<file path="config.mk">
export PLATFORM = sky130hd
export DESIGN_NAME = shot_clock_bcd
export DESIGN_NICKNAME = d
export VERILOG_FILES = /design/src/rtl/shot_clock_pkg.sv /design/src/rtl/bcd_down_digit.sv /design/src/rtl/shot_clock_bcd.sv
export SDC_FILE = /design/constraint.sdc
export NUM_CORES = 1
export LEC_CHECK = 0
export ABC_AREA = 1
export CORE_MARGIN = 10
export CORE_UTILIZATION = 60
export DETAILED_ROUTE_END_ITERATION = 16
export MAX_ROUTING_LAYER = met4
export PLACE_DENSITY = 0.86
export SKIP_LAST_GASP = 1
export SYNTH_ARGS = -nofsm -noshare
export SYNTH_HDL_FRONTEND = slang
export SYNTH_SLANG_ARGS = --single-unit
export TNS_END_PERCENT = 20
</file>
<file path="constraint.sdc">
create_clock -name CP -period 6.05 [get_ports CP]
set_input_delay 1.21 -clock CP [delete_from_list [all_inputs] [get_ports CP]]
set_output_delay 1.21 -clock CP [all_outputs]
set_load 0.005 [all_outputs]
</file>
<file path="src/rtl/shot_clock_pkg.sv">
// Shared types and helpers for the BCD shot/game clock.
// State encoding, 7-segment patterns ({g,f,e,d,c,b,a}, active-high) and BCD clamping.
package shot_clock_pkg;

    typedef enum logic [1:0] {
        STOP    = 2'd0,
        COUNT   = 2'd1,
        EXPIRED = 2'd2
    } state_e;

    localparam logic [6:0] SEG_0     = 7'h3F;
    localparam logic [6:0] SEG_1     = 7'h06;
    localparam logic [6:0] SEG_2     = 7'h5B;
    localparam logic [6:0] SEG_3     = 7'h4F;
    localparam logic [6:0] SEG_4     = 7'h66;
    localparam logic [6:0] SEG_5     = 7'h6D;
    localparam logic [6:0] SEG_6     = 7'h7D;
    localparam logic [6:0] SEG_7     = 7'h07;
    localparam logic [6:0] SEG_8     = 7'h7F;
    localparam logic [6:0] SEG_9     = 7'h6F;
    localparam logic [6:0] SEG_BLANK = 7'h00;

    // Non-decimal nibbles saturate at 9 so a bad load never shows garbage.
    function automatic logic [3:0] bcd_clamp(input logic [3:0] d);
        return (d > 4'd9) ? 4'd9 : d;
    endfunction

    function automatic logic [6:0] seg_of(input logic [3:0] d);
        logic [6:0] s;
        case (d)
            4'd0:    s = SEG_0;
            4'd1:    s = SEG_1;
            4'd2:    s = SEG_2;
            4'd3:    s = SEG_3;
            4'd4:    s = SEG_4;
            4'd5:    s = SEG_5;
            4'd6:    s = SEG_6;
            4'd7:    s = SEG_7;
            4'd8:    s = SEG_8;
            4'd9:    s = SEG_9;
            default: s = SEG_BLANK;
        endcase
        return s;
    endfunction

endpackage

</file>
<file path="src/rtl/bcd_down_digit.sv">
// One BCD digit of the down-counter chain.
// A digit steps down when the chain decrements and every lower digit is 0
// (borrow_i); it wraps 0 -> 9 and passes the borrow upward.
module bcd_down_digit
    import shot_clock_pkg::*;
#(
    parameter logic [3:0] RST_VAL = 4'd0
) (
    input  logic       clk_i,
    input  logic       rst_i,
    input  logic       load_i,
    input  logic [3:0] load_val_i,
    input  logic       dec_i,
    input  logic       borrow_i,
    output logic [3:0] q_o,
    output logic       borrow_o
);

    logic [3:0] q_d, q_q;

    // Next digit value: load wins over decrement.
    always_comb begin
        // NOTE: default first, so every path assigns q_d and no latch is inferred.
        q_d = q_q;
        if (load_i) begin
            q_d = bcd_clamp(load_val_i);
        end else if (dec_i && borrow_i) begin
            q_d = (q_q == 4'd0) ? 4'd9 : q_q - 4'd1;
        end
    end

    // Digit register with synchronous reset to its slice of the preset.
    always_ff @(posedge clk_i) begin
        // NOTE: non-blocking for all sequential state, so every flop samples pre-edge values.
        if (rst_i) q_q <= RST_VAL;
        else       q_q <= q_d;
    end

    assign q_o      = q_q;
    assign borrow_o = borrow_i && (q_q == 4'd0);

endmodule

</file>
<file path="src/rtl/shot_clock_bcd.sv">
// BCD down-counting shot/game clock with run/pause, reload, low/zero flags,
// 7-segment outputs and a timed expiry horn.
// Optional build macro: SHOT_CLOCK_LZB_EN enables leading-zero blanking on SEG.
// The interval clock runs whenever RUN is high and the value is nonzero outside
// EXPIRED, so the edge that leaves STOP already counts toward the current interval.
module shot_clock_bcd
    import shot_clock_pkg::*;
#(
    parameter int                  DIGITS   = 2,
    parameter logic [4*DIGITS-1:0] PRESET   = 8'h24,
    parameter int                  TICK_DIV = 1000,
    parameter int                  WARN_TH  = 5,
    parameter int                  HORN_CYC = 3000
) (
    input  logic                  CP,
    input  logic                  CR,
    input  logic                  RUN,
    input  logic                  RLD,
    input  logic                  LD,
    input  logic [4*DIGITS-1:0]   D,
    output logic [4*DIGITS-1:0]   Q,
    output logic [7*DIGITS-1:0]   SEG,
    output logic                  running,
    output logic                  low,
    output logic                  zero,
    output logic                  horn
);

    localparam int W  = 4 * DIGITS;
    localparam int PW = (TICK_DIV > 1) ? $clog2(TICK_DIV) : 1;
    localparam int HW = (HORN_CYC > 1) ? $clog2(HORN_CYC) : 1;

    localparam logic [PW-1:0] PRESC_LAST = PW'(TICK_DIV - 1);
    localparam logic [HW-1:0] HORN_LAST  = HW'(HORN_CYC - 1);
    localparam logic [W-1:0]  ONE        = W'(1);

    state_e         state_q, state_d;
    logic [PW-1:0]  presc_q, presc_d;
    logic           horn_q;
    logic [HW-1:0]  horn_cnt_q;

    logic           load;
    logic [W-1:0]   load_val;
    logic           counting;
    logic           tick;
    logic           expire;
    logic [DIGITS:0] borrow;
    logic           unused_borrow_top;

    assign load     = LD || RLD;
    assign load_val = LD ? D : PRESET;

    // The interval advances while RUN is high in COUNT, or on the edge leaving STOP.
    assign counting = RUN && !load &&
                      ((state_q == COUNT) || ((state_q == STOP) && !zero));
    assign tick     = counting && (presc_q == PRESC_LAST);
    assign expire   = tick && (Q == ONE);

    // Digit chain: digit 0 always has a borrow, higher digits borrow from below.
    assign borrow[0] = 1'b1;
    for (genvar i = 0; i < DIGITS; i++) begin : g_digit
        bcd_down_digit #(
            .RST_VAL(PRESET[4*i +: 4])
        ) u_digit (
            .clk_i      (CP),
            .rst_i      (CR),
            .load_i     (load),
            .load_val_i (load_val[4*i +: 4]),
            .dec_i      (tick),
            .borrow_i   (borrow[i]),
            .q_o        (Q[4*i +: 4]),
            .borrow_o   (borrow[i+1])
        );
    end
    // The top digit never borrows while counting, since expiry stops the chain at 0.
    assign unused_borrow_top = borrow[DIGITS];

    // Next state and prescaler: load first, then run/pause/expiry rules.
    always_comb begin
        state_d = state_q;
        presc_d = presc_q;
        if (load) begin
            state_d = (RUN && (load_val != '0)) ? COUNT : STOP;
            presc_d = '0;
        end else begin
            case (state_q)
                STOP: begin
                    if (RUN && !zero) state_d = expire ? EXPIRED : COUNT;
                end
                COUNT: begin
                    if (!RUN)        state_d = STOP;
                    else if (expire) state_d = EXPIRED;
                end
                EXPIRED: state_d = EXPIRED;
                default: state_d = STOP;
            endcase
            if (counting) presc_d = tick ? '0 : presc_q + 1'b1;
        end
    end

    // State and prescaler registers; CR is sampled synchronously.
    always_ff @(posedge CP) begin
        if (CR) begin
            state_q <= STOP;
            presc_q <= '0;
        end else begin
            state_q <= state_d;
            presc_q <= presc_d;
        end
    end

    // Horn: rises on the expiry edge, stays high HORN_CYC cycles, cut short by a load.
    always_ff @(posedge CP) begin
        if (CR || load) begin
            horn_q     <= 1'b0;
            horn_cnt_q <= '0;
        end else if (expire) begin
            horn_q     <= 1'b1;
            horn_cnt_q <= HORN_LAST;
        end else if (horn_q) begin
            if (horn_cnt_q == '0) horn_q <= 1'b0;
            else                  horn_cnt_q <= horn_cnt_q - 1'b1;
        end
    end

    // Status flags from the registered value; low compares the decimal value.
    always_comb begin
        int value;
        value = 0;
        for (int i = DIGITS - 1; i >= 0; i--) begin
            value = value * 10 + int'(Q[4*i +: 4]);
        end
        zero    = (Q == '0);
        low     = (value != 0) && (value <= WARN_TH);
        running = (state_q == COUNT);
    end

    assign horn = horn_q;

    // 7-segment decode per digit, digit 0 in the LSBs.
    for (genvar i = 0; i < DIGITS; i++) begin : g_seg
`ifdef SHOT_CLOCK_LZB_EN
        if (i == 0) begin : g_units
            assign SEG[7*i +: 7] = seg_of(Q[4*i +: 4]);
        end else begin : g_upper
            // Blank when this digit and every digit above it are zero.
            assign SEG[7*i +: 7] = (Q[W-1:4*i] == '0) ? SEG_BLANK : seg_of(Q[4*i +: 4]);
        end
`else
        assign SEG[7*i +: 7] = seg_of(Q[4*i +: 4]);
`endif
    end

endmodule

</file>
Word-level counts from Yosys, hierarchy flattened
Memory sizes are Yosys's and may differ from the RTL's. A register that Yosys moved wholly into a read port is not among the register bits.
Index checks and enable logic that the tools add are counted.
{"block": "classes", "div": 0, "shift": 0, "bitwise": 1, "n_lt_le_gt_ge": 3, "eq_ne": 7, "multipliers": 1, "n_addsub": 5, "muxes": 27, "reduce_logical": 29}
{"cell": "$mux W4", "count": 12}
{"cell": "$mux W12", "count": 3}
{"cell": "$reduce_bool A32 Y1", "count": 1}
{"cell": "$logic_not A12 Y1", "count": 1}
{"cell": "$sub A12 B1 Y12 const B", "count": 1}
{"cell": "$add A10 B1 Y10 const B", "count": 1}
{"cell": "$eq A10 B10 Y1 const B", "count": 1}
{"cell": "$mux W10", "count": 1}
{"cell": "$mux W2", "count": 5}
{"cell": "$add A8 B4 Y9", "count": 1}
{"cell": "$le A9 B3 Y1 const B", "count": 1}
{"cell": "$logic_and A1 B1 Y1", "count": 9}
{"cell": "$eq A8 B1 Y1 const B", "count": 1}
{"cell": "$gt A4 B4 Y1 const B", "count": 2}
{"cell": "$logic_not A4 Y1", "count": 2}
{"cell": "$logic_not A8 Y1", "count": 1}
{"cell": "$mux W8", "count": 1}
{"cell": "$reduce_bool A8 Y1", "count": 1}
{"cell": "$sub A4 B1 Y4 const B", "count": 2}
{"cell": "$mul A4 B3 Y7 const B", "count": 1}
{"cell": "$pmux W2 S3", "count": 1}
{"cell": "$reduce_and A2 Y1", "count": 3}
{"cell": "$reduce_bool A2 Y1", "count": 3}
{"cell": "$mux W1", "count": 4}
{"cell": "other kinds (10)", "count": 14}
{"block": "word_totals", "romBits": 224, "elab_cells": 82, "mem_bits_rw": 0, "regBits": 33, "memories": 2, "in_bits": 13, "out_inout_bits": 26, "latch_bits": 0}
{"name": "(name not given)", "words": 16, "word_bits": 7, "read_ports": 1, "rd_ports_with_merged_regs": 1, "wr": 0, "line": "shot_clock_pkg.sv:30", "rtl": "case (d)"}
{"name": "(name not given)", "words": 16, "word_bits": 7, "read_ports": 1, "rd_ports_with_merged_regs": 1, "wr": 0, "line": "shot_clock_pkg.sv:30"}

Depth between registers and ports, before layout
Gate-level depths: netlist of run 1.
{"block": "depth", "depth_word": 11, "mapped_depth": 18, "mapped_depth_nobuf": 17}

By module
From an unflattened synthesis of run 1, not the netlist that was laid out.
{"block": "unflattened", "hier_cells": 441, "area_unflattened_um2": 2820.2}
{"mod": "shot_clock_bcd", "n_inst": 1, "area_per_inst_um2": 2253.4, "seq_area_each_um2": 500.5, "cells_each": 349}
{"mod": "bcd_down_digit (g_digit[0].u_digit)", "n_inst": 1, "area_per_inst_um2": 291.5, "seq_area_each_um2": 80.1, "cells_each": 47}
{"mod": "bcd_down_digit (g_digit[1].u_digit)", "n_inst": 1, "area_per_inst_um2": 275.3, "seq_area_each_um2": 80.1, "cells_each": 45}

Worst setup path after synthesis of run 1
OpenSTA, ideal clock, no wires.
{"block": "synth_timing", "path_kind": "reg2out", "from": "register g_digit[1].u_digit.q_q[1]", "to": "output low", "path_stages_with_launch": 9, "t_arrival_ns": 1.987, "path_buffers": 0, "path_slack_ns": 2.853, "cell_sequence": "dfxtp_1 -> ha_1 -> ha_1 -> fa_1 -> inv_1 -> nor2_1 -> a221oi_1 -> o311ai_0 -> a221oi_1"}
{"block": "synth_via", "elab_chain_cells": 4, "elab_cells_between_ends": 5, "cone_classes": "add/sub (1); mul (1); order compare (1); reduce/logical (2)"}
{"element": "start: declaration", "line": "bcd_down_digit.sv:19", "rtl": "logic [3:0] q_d, q_q;"}
{"element": "start signal: assignment", "line": "bcd_down_digit.sv:36", "rtl": "else q_q <= q_d;"}
{"element": "$mul A4 B3 Y7 (*)", "line": "shot_clock_bcd.sv:131", "rtl": "value = value * 10 + int'(Q[4*i +: 4]);"}
{"element": "$add A8 B4 Y9 (*)", "line": "shot_clock_bcd.sv:131"}
{"element": "$le A9 B3 Y1 / $reduce_bool A32 Y1 (equally long branches)", "line": "shot_clock_bcd.sv:134", "rtl": "low = (value != 0) && (value <= WARN_TH);"}
{"element": "$logic_and A1 B1 Y1 (*)", "line": "shot_clock_bcd.sv:134"}
{"element": "end: declaration", "line": "shot_clock_bcd.sv:24", "rtl": "output logic low,"}
Mark *: on every way between the ends. The rest lies on a longest branch, timed or not.

Worst setup path after layout of run 1
{"block": "layout_timing", "from": "register g_digit[1].u_digit.q_q[3]", "to": "output low"}
The elaborated chain is that of the path after synthesis.

==> report_table.html, run 1 <==
<table>
<tr><th>Metric</th><th>Value</th></tr>
<tr><th colspan="2">GRT</th></tr>
<tr><td>Met3 routing resource usage after global routing</td><td>0.0527</td></tr>
<tr><td>GR Util All Layers</td><td>0.182</td></tr>
<tr><td>Most used routing layer in global routing</td><td>met2</td></tr>
<tr><td>Vias in the first global route</td><td>2,793</td></tr>
<tr><td>Met1 track utilization from global routing</td><td>0.215</td></tr>
<tr><td>Initial antenna violation count</td><td>0</td></tr>
<tr><td>Met2 layer usage reported by global route</td><td>0.284</td></tr>
<tr><td>Largest net degree at the start of global routing</td><td>16</td></tr>
<tr><td>GR Overflow Total</td><td>0</td></tr>
<tr><td>Global-route wire length before repair</td><td>between 10 and 15 mm</td></tr>
<tr><th colspan="2">Synth</th></tr>
<tr><td>Count of different cell masters after synthesis</td><td>44</td></tr>
<tr><td>Instance count of the mapped netlist</td><td>approximately 440</td></tr>
<tr><td>Sequential area share after synthesis</td><td>0.307</td></tr>
<tr><td>Post-synth ARST share</td><td>0</td></tr>
<tr><td>Cell area after synthesis</td><td>between 3000 and 4000 um2</td></tr>
<tr><td>Yosys Warn Count</td><td>0</td></tr>
<tr><td>Synthesis-stage register bit count</td><td>47</td></tr>
<tr><td>Number of flops mapped to enable cells by yosys</td><td>0</td></tr>
<tr><td>Ys flop type</td><td>sky130_fd_sc_hd__dfxtp_1</td></tr>
<tr><td>Avg Cell Area, Syn</td><td>around 7.0 um2</td></tr>
<tr><td>Total nets after synthesis</td><td>between 400 and 500</td></tr>
<tr><th colspan="2">Timing</th></tr>
<tr><td>Total count of hold-check failures in the final report</td><td>0</td></tr>
<tr><td>Slew at the pin closest to its max-slew limit</td><td>556 ps</td></tr>
<tr><td>Max Clock Skew</td><td>roughly 7.2 ps</td></tr>
<tr><td>Worst hold slack</td><td>490 ps</td></tr>
<tr><td>Achievable frequency</td><td>approximately 240 MHz</td></tr>
<tr><td>Final Cycle Share</td><td>0.692</td></tr>
<tr><td>Crit path time final</td><td>around 4200 ps</td></tr>
<tr><td>Sum Neg Setup Slack</td><td>0 ps</td></tr>
<tr><td>Worst slew slack as a fraction of its limit</td><td>0.628</td></tr>
<tr><td>Final setup fails</td><td>0</td></tr>
<tr><td>Max Slew Vio Count</td><td>0</td></tr>
<tr><td>RSZ-0062 raised after global routing</td><td>false</td></tr>
<tr><td>Worst-case setup margin in the final layout</td><td>about 1900 ps</td></tr>
<tr><th colspan="2">CTS</th></tr>
<tr><td>Clock slew seen by the registers of the worst setup and hold paths</td><td>approximately 80 ps</td></tr>
<tr><td>CTS Root Cell</td><td>sky130_fd_sc_hd__clkbuf_8</td></tr>
<tr><td>Total setup buffers inserted after CTS</td><td>0</td></tr>
<tr><td>Number of clock buffers inserted by TritonCTS</td><td>5</td></tr>
<tr><td>Count of hold-fix buffers inserted at cts</td><td>0</td></tr>
<tr><td>H-tree depth</td><td>2</td></tr>
<tr><td>Clock tree from TritonCTS</td><td>done</td></tr>
<tr><td>Clock insertion delay at the later pin of the skew report</td><td>310 ps</td></tr>
<tr><td>Maximum clock path buffer count</td><td>2</td></tr>
<tr><td>Total of cells resized after clock tree synthesis</td><td>0</td></tr>
<tr><td>Num Clock Sinks</td><td>47</td></tr>
<tr><th colspan="2">Placed design</th></tr>
<tr><td>Pre-CTS WS</td><td>a little over 2000 ps</td></tr>
<tr><td>Port Buffers</td><td>38</td></tr>
<tr><td># placed instances</td><td>around 540</td></tr>
<tr><td>Placed Instance Area</td><td>around 3500 um2</td></tr>
<tr><td>Gpl congestion</td><td>slightly above 0.9</td></tr>
<tr><td>Detailed placement HPWL</td><td>5.48 mm</td></tr>
<tr><th colspan="2">Route</th></tr>
<tr><td>Drt total wl</td><td>7.35 mm</td></tr>
<tr><td>Via count normalized by instance count</td><td>5.43</td></tr>
<tr><td>Drt initial violations</td><td>~140</td></tr>
<tr><td># DRC</td><td>0</td></tr>
<tr><td>Pre-antenna DRT Iters</td><td>5</td></tr>
<tr><td>Number of vias after detailed routing</td><td>between 2,000 and 3,000</td></tr>
<tr><td>Drt wl/cell</td><td>roughly 13 um</td></tr>
<tr><td>Count of antenna-violating nets left after detailed routing</td><td>0</td></tr>
<tr><th colspan="2">Floorplanning</th></tr>
<tr><td>Core Area</td><td>just under 5000 um2</td></tr>
<tr><td>Die footprint</td><td>about 8400 um2</td></tr>
<tr><td>Number of placement rows</td><td>25</td></tr>
<tr><td>Die Width</td><td>91.5 um</td></tr>
<tr><td>Floorplan die height</td><td>between 90 and 100 um</td></tr>
<tr><td>Effective utilization at floorplan</td><td>0.632</td></tr>
<tr><td>Top-level port count</td><td>39</td></tr>
<tr><th colspan="2">Critical path</th></tr>
<tr><td>Required arrival time at the worst endpoint</td><td>a little under 5000 ps</td></tr>
<tr><td>Worst Path Class, Setup</td><td>reg2out</td></tr>
<tr><td>Startpoint kind of the worst setup timing path</td><td>flip-flop</td></tr>
<tr><td>CP max FO</td><td>7</td></tr>
<tr><td>Sort of element at the end of the critical path</td><td>output pin</td></tr>
<tr><td>Data arrival time of the worst path</td><td>around 3000 ps</td></tr>
<tr><th colspan="2">Pwr</th></tr>
<tr><td>Leakage power total</td><td>roughly 1.6 nW</td></tr>
<tr><td>Largest voltage drop on the vdd net</td><td>between 0.1 and 0.15 mV</td></tr>
<tr><td>Cell Pwr Density</td><td>214 nW/um2</td></tr>
<tr><th colspan="2">Outcome</th></tr>
<tr><td>Run status</td><td>finished clean</td></tr>
<tr><th colspan="2">Final layout</th></tr>
<tr><td>Most common cell after layout, fill and taps aside</td><td>sky130_fd_sc_hd__nand2_1</td></tr>
<tr><td>Area growth from synthesis to layout</td><td>18.0%</td></tr>
<tr><td>Area occupied by multi-input gates</td><td>approximately 1900 um2</td></tr>
<tr><td>Fill cells</td><td>around 400</td></tr>
<tr><td>Highest-count cells in the layout ignoring fill and taps</td><td>112 x sky130_fd_sc_hd__nand2_1, 52 x sky130_fd_sc_hd__nor2_1, 51 x sky130_fd_sc_hd__inv_1, 47 x sky130_fd_sc_hd__dfxtp_1, 38 x sky130_fd_sc_hd__clkdlybuf4s50_1</td></tr>
<tr><td>Fin nets</td><td>a little over 500</td></tr>
<tr><td>Layout Cells excl Fill</td><td>between 500 and 600</td></tr>
<tr><td>Share of layout cells above drive strength 1</td><td>0.0921</td></tr>
<tr><td>Antenna diode count</td><td>0</td></tr>
<tr><td>Total non-filler cell area in the finished layout</td><td>approximately 3600 um2</td></tr>
<tr><td>FF+latch area</td><td>~940 um2</td></tr>
<tr><th colspan="2">Run</th></tr>
<tr><td>Max capacitance violation total</td><td>0</td></tr>
<tr><th colspan="2">Worst hold path</th></tr>
<tr><td>Type of the worst min-delay path</td><td>reg2reg</td></tr>
</table>
sequential cells by signal, indices dropped and copies added, names as in the netlist:
| register | cells |
|---|---|
| SEG | 14 |
| g_digit.u_digit.q_o | 8 |
| horn | 1 |
| presc_q | 10 |
| state_q | 2 |
| horn_cnt_q | 12 |
critical path, stage by stage, from the launching register on:
cell and delay [ps]:
sky130_fd_sc_hd__dfxtp_1 510, sky130_fd_sc_hd__ha_1 300, sky130_fd_sc_hd__ha_1 220, sky130_fd_sc_hd__fa_1 360
sky130_fd_sc_hd__inv_1 90, sky130_fd_sc_hd__nor2_1 40, sky130_fd_sc_hd__a221oi_1 190, sky130_fd_sc_hd__o311ai_0 160
sky130_fd_sc_hd__a221oi_1 240, sky130_fd_sc_hd__clkdlybuf4s50_1 560
where the power goes:
group	internal (mW)	switching, mW	leakage (nW)	total, mW
sequential	0.331	0.0174	0.386	0.348
clock	0.134	0.110	0.0612	0.244
combinational	0.0854	0.0969	1.19	0.182
total	0.550	0.224	1.64	0.774
cells in the mapped netlist (all sizes together), types with 2 or more instances:
| master | count | area share |
|---|---|---|
| a221oi | 2 | 0.0057 |
| nand3 | 36 | 0.077 |
| a21oi | 13 | 0.026 |
| nand4 | 11 | 0.022 |
| o211ai | 3 | 0.0090 |
| inv | 55 | 0.067 |
| clkinv | 2 | 0.0024 |
| fa | 2 | 0.013 |
| nand3b | 3 | 0.0073 |
| ha | 22 | 0.090 |
| nor2 | 62 | 0.097 |
| buf | 3 | 0.0090 |
| nand2 | 118 | 0.15 |
| xor2 | 5 | 0.014 |
| a31oi | 6 | 0.012 |
| nor4 | 2 | 0.0041 |
| o21ai | 19 | 0.032 |
| dfxtp | 47 | 0.31 |
| nor3 | 15 | 0.028 |
metal layers:
metal  wire length, um  vias up  part of all wire
met1              3300     1330              0.45
met4               175        0             0.024
met2              3360      108              0.46
met3               509       18             0.069
met5                 0        -                 0
li1                  -     1504                 -
logic make-up after synthesis:
family | count (synthesis) | synth area share
fa+ha+maj | 24 | 0.103
compound gates | 50 | 0.104
flops | 47 | 0.307
buf+inv | 61 | 0.0800
xor+xnor | 5 | 0.0143
simple gates | 249 | 0.391
layout make-up:
| type | instances | share of cell area |
|---|---|---|
| flip-flops and latches | 47 | 0.260 |
| clock inverters | 2 | 0.00969 |
| multi-input cells | 328 | 0.520 |
| repair buffers | 38 | 0.105 |
| inverters | 57 | 0.0592 |
| clock buffers | 6 | 0.0228 |
| well taps | 67 | 0.0232 |
metrics by stage:
stage / power, mW / utilization
after floorplan: 0.456 / -
after global placement: 0.530 / 0.722
after detailed placement: 0.536 / 0.722
after CTS: 0.776 / 0.746
after global routing: 0.814 / 0.746
final: 0.774 / 0.746
final timing paths:
check / start / end / slack [ps] / depth (start not counted)
worst min register to register: horn_cnt_q[11] / horn_cnt_q[11] / 490 / 2
worst max-delay path: g_digit[1].u_digit.q_o[3] / low / 1860 / 9
worst min-delay path: horn_cnt_q[11] / horn_cnt_q[11] / 490 / 2
worst max register to register: presc_q[0] / SEG[10] / 3370 / 16
No activity file was read; power rests on OpenSTA's default activity.
==> inputs of run 2 (changes only) <==
- CORE_UTILIZATION: 60 -> 50
- PLACE_DENSITY: 0.86 -> 0.76
- clock period: 6.05 -> 3.6 ns (I/O delays scaled with it)
==> run 2 against run 1 <==
Compared with the run above: clock skew grew 4.0 ps; final cell count is 2.8% higher; sequential power is 68% higher; via count fell by 0.54%; count of clock-buffer cells in the layout is the same; critical path depth did not move; sequential share of layout area is 0.51 points lower; combinational power grew 72%; cell area is 2.3% higher; non-clock buffer count up 7; worst setup slack got worse by 1400 ps; highest routed layer unchanged.
==> report_table.html, run 2 (synthesis results as in run 1) <==
<table>
<tr><th>Metric</th><th>Value</th></tr>
<tr><th colspan="2">Pwr</th></tr>
<tr><td>Largest voltage drop on the vdd net</td><td>0.264 mV (+79%)</td></tr>
<tr><td>Cell Pwr Density</td><td>368 nW/um2 (+72%)</td></tr>
<tr><td>Clock share of power</td><td>0.341 (+0.026)</td></tr>
<tr><td>Share of total power in sequential cells</td><td>0.429 (-0.021)</td></tr>
<tr><td>Internal portion of total power</td><td>983 uW (+79%)</td></tr>
<tr><td>Leakage power total</td><td>1.69 nW (+3.4%)</td></tr>
<tr><td>Switching Fraction</td><td>0.277 (-0.0129)</td></tr>
<tr><td>Switch Pwr</td><td>376 uW (+68%)</td></tr>
<tr><td>Gate power share</td><td>0.230 (-0.005)</td></tr>
<tr><th colspan="2">Critical path</th></tr>
<tr><td>CP max FO</td><td>7 (unchanged)</td></tr>
<tr><td>Required arrival time at the worst endpoint</td><td>2880 ps (-1960 ps)</td></tr>
<tr><td>Worst Path Class, Setup</td><td>reg2out</td></tr>
<tr><td>Data arrival time of the worst path</td><td>2450 ps (-530 ps)</td></tr>
<tr><td>Sort of element at the end of the critical path</td><td>output pin</td></tr>
<tr><td>Startpoint kind of the worst setup timing path</td><td>flip-flop</td></tr>
<tr><th colspan="2">Worst hold path</th></tr>
<tr><td>Type of the worst min-delay path</td><td>reg2reg</td></tr>
<tr><th colspan="2">Timing</th></tr>
<tr><td>Final setup fails</td><td>0 (unchanged)</td></tr>
<tr><td>Worst slew slack as a fraction of its limit</td><td>0.673 (+0.0447)</td></tr>
<tr><td>Final Cycle Share</td><td>0.881</td></tr>
<tr><td>RSZ-0062 raised after global routing</td><td>false</td></tr>
<tr><td>Sum Neg Setup Slack</td><td>0 ps (unchanged)</td></tr>
<tr><td>Slew at the pin closest to its max-slew limit</td><td>489 ps (-66.8 ps)</td></tr>
<tr><td>Total count of hold-check failures in the final report</td><td>0 (unchanged)</td></tr>
<tr><td>Max Clock Skew</td><td>11.2 ps (+4.00 ps)</td></tr>
<tr><td>Crit path time final</td><td>roughly 3200 ps</td></tr>
<tr><td>Achievable frequency</td><td>approximately 320 MHz</td></tr>
<tr><td>Max Slew Vio Count</td><td>0 (unchanged)</td></tr>
<tr><th colspan="2">Route</th></tr>
<tr><td># DRC</td><td>0 (unchanged)</td></tr>
<tr><td>Pre-antenna DRT Iters</td><td>4 (-1)</td></tr>
<tr><td>Drt wl/cell</td><td>12.9 um (-4.4%)</td></tr>
<tr><td>Via count normalized by instance count</td><td>5.26 (-3.2%)</td></tr>
<tr><td>Number of vias after detailed routing</td><td>2,944 (-0.54%)</td></tr>
<tr><td>Drt total wl</td><td>7.22 mm (-1.7%)</td></tr>
<tr><td>Drt initial violations</td><td>114 (-20%)</td></tr>
<tr><td>Count of antenna-violating nets left after detailed routing</td><td>0 (unchanged)</td></tr>
<tr><th colspan="2">Placed design</th></tr>
<tr><td>Gpl congestion</td><td>0.874 (-6.1%)</td></tr>
<tr><td>Placed Instance Area</td><td>3560 um2 (+1.8%)</td></tr>
<tr><td>Detailed placement HPWL</td><td>5.51 mm (+0.40%)</td></tr>
<tr><td># placed instances</td><td>552 (+2.8%)</td></tr>
<tr><td>Port Buffers</td><td>38 (unchanged)</td></tr>
<tr><th colspan="2">Final layout</th></tr>
<tr><td>Most common cell after layout, fill and taps aside</td><td>sky130_fd_sc_hd__nand2_1</td></tr>
<tr><td>Area growth from synthesis to layout</td><td>20.7%</td></tr>
<tr><td>Layout Utilization</td><td>0.625 (-0.121)</td></tr>
<tr><td>Fill cells</td><td>536 (+35%)</td></tr>
<tr><td>Highest-count cells in the layout ignoring fill and taps</td><td>112 x sky130_fd_sc_hd__nand2_1, 52 x sky130_fd_sc_hd__nor2_1, 51 x sky130_fd_sc_hd__inv_1, 45 x sky130_fd_sc_hd__dfxtp_1, 37 x sky130_fd_sc_hd__clkdlybuf4s50_1</td></tr>
<tr><td>Share of layout cells above drive strength 1</td><td>0.107 (+0.0152)</td></tr>
<tr><td>Layout Cells excl Fill</td><td>560 (+2.8%)</td></tr>
<tr><td>Total non-filler cell area in the finished layout</td><td>3700 um2 (+2.3%)</td></tr>
<tr><td>Max reg flops</td><td>14 (unchanged)</td></tr>
<tr><td>Fin nets</td><td>521 (+1.4%)</td></tr>
<tr><td>Antenna diode count</td><td>0 (unchanged)</td></tr>
<tr><th colspan="2">Run</th></tr>
<tr><td>Max capacitance violation total</td><td>0 (unchanged)</td></tr>
<tr><th colspan="2">CTS</th></tr>
<tr><td>Total setup buffers inserted after CTS</td><td>0 (unchanged)</td></tr>
<tr><td>H-tree depth</td><td>2 (unchanged)</td></tr>
<tr><td>Clock insertion delay at the later pin of the skew report</td><td>310 ps (about the same)</td></tr>
<tr><td>Clock slew seen by the registers of the worst setup and hold paths</td><td>90 ps (about the same)</td></tr>
<tr><td>Num Clock Sinks</td><td>47 (unchanged)</td></tr>
<tr><td>CTS Root Cell</td><td>sky130_fd_sc_hd__clkbuf_8</td></tr>
<tr><td>Maximum clock path buffer count</td><td>2 (unchanged)</td></tr>
<tr><td>Total of cells resized after clock tree synthesis</td><td>1 (+1)</td></tr>
<tr><td>Clock tree from TritonCTS</td><td>done</td></tr>
<tr><td>Number of clock buffers inserted by TritonCTS</td><td>5 (unchanged)</td></tr>
<tr><td>Count of hold-fix buffers inserted at cts</td><td>0 (unchanged)</td></tr>
<tr><th colspan="2">GRT</th></tr>
<tr><td>GR Overflow Total</td><td>0 (unchanged)</td></tr>
<tr><td>Vias in the first global route</td><td>2,826 (+1.2%)</td></tr>
<tr><td>GR Util All Layers</td><td>0.155 (-0.0261)</td></tr>
<tr><td>Largest net degree at the start of global routing</td><td>15 (-1)</td></tr>
<tr><td>Global-route wire length before repair</td><td>12.7 mm (+0.77%)</td></tr>
<tr><td>Initial antenna violation count</td><td>0 (unchanged)</td></tr>
<tr><th colspan="2">Floorplanning</th></tr>
<tr><td>Die footprint</td><td>9660 um2 (+15%)</td></tr>
<tr><td>Core Area</td><td>5920 um2 (+22%)</td></tr>
<tr><td>Die Width</td><td>98.3 um (+7.5%)</td></tr>
<tr><td>Floorplan die height</td><td>98.3 um (+7.5%)</td></tr>
<tr><td>Top-level port count</td><td>39 (unchanged)</td></tr>
<tr><td>Number of placement rows</td><td>28 (+12%)</td></tr>
<tr><td>Effective utilization at floorplan</td><td>0.518 (-0.115)</td></tr>
<tr><th colspan="2">Outcome</th></tr>
<tr><td>Run status</td><td>finished clean</td></tr>
</table>
run 2: changes by cell type in the layout (fill, tap and decap cells not counted), sizes merged:
cell / previous run / this run
clkdlybuf4s50: 38 / 37
clkinv: 3 / 2
buf: 0 / 7
bufinv: 1 / 2
dlymetal6s2s: 0 / 1
run 2: per-stage QoR:
step | hold slack [ps] | total power [mW] | setup slack [ps]
6_report | 483 | 1.36 | 427
5_1_grt | 518 | 1.43 | 266
4_1_cts | 487 | 1.37 | 30.1
3_5_place_dp | 470 | 0.907 | 289
3_3_place_gp | 461 | 0.899 | 338
2_1_floorplan | 452 | 0.766 | 893
run 2: worst paths after layout:
kind	slack [ps]	endpoint	cells after the start	start
worst min-delay path	480	horn_cnt_q[11]	2	horn_cnt_q[11]
worst max-delay path	430	low	9	g_digit[1].u_digit.q_o[3]
worst min register to register	480	horn_cnt_q[11]	2	horn_cnt_q[11]
worst max register to register	1070	SEG[5]	16	g_digit[1].u_digit.q_o[1]
run 2: power groups by stage:
stage	clock network, mW	logic, mW	registers, mW
final	0.463	0.313	0.583
after global routing	0.488	0.351	0.588
after CTS	0.470	0.316	0.583
after detailed placement	0	0.313	0.594
after global placement	0	0.307	0.593
after floorplan	0	0.172	0.595
run 2: final cells by class:
type | instances | area (um2) | area share
clock inverters | 2 | 60.1 | 0.0162
flip-flops and latches | 47 | 943 | 0.255
well taps | 75 | 93.8 | 0.0254
inverters | 57 | 214 | 0.0578
multi-input cells | 328 | 1880 | 0.508
repair buffers | 45 | 435 | 0.118
clock buffers | 6 | 72.6 | 0.0196
run 2: critical path, stage by stage (launching register included):
cell                             delay (ps)
sky130_fd_sc_hd__dfxtp_2                410
sky130_fd_sc_hd__ha_1                   260
sky130_fd_sc_hd__ha_1                   230
sky130_fd_sc_hd__fa_1                   370
sky130_fd_sc_hd__inv_1                   80
sky130_fd_sc_hd__nor2_1                  50
sky130_fd_sc_hd__a221oi_1               190
sky130_fd_sc_hd__o311ai_0               170
sky130_fd_sc_hd__a221oi_1               230
sky130_fd_sc_hd__dlymetal6s2s_1         170
run 2: per-layer routing:
metal,global-route usage,part of all wire,vias to the layer above
li1,-,-,1521
met1,0.185,0.47,1352
met2,0.252,0.47,63
met3,0.0402,0.047,8
met4,0.0452,0.010,0
met5,-,0,-
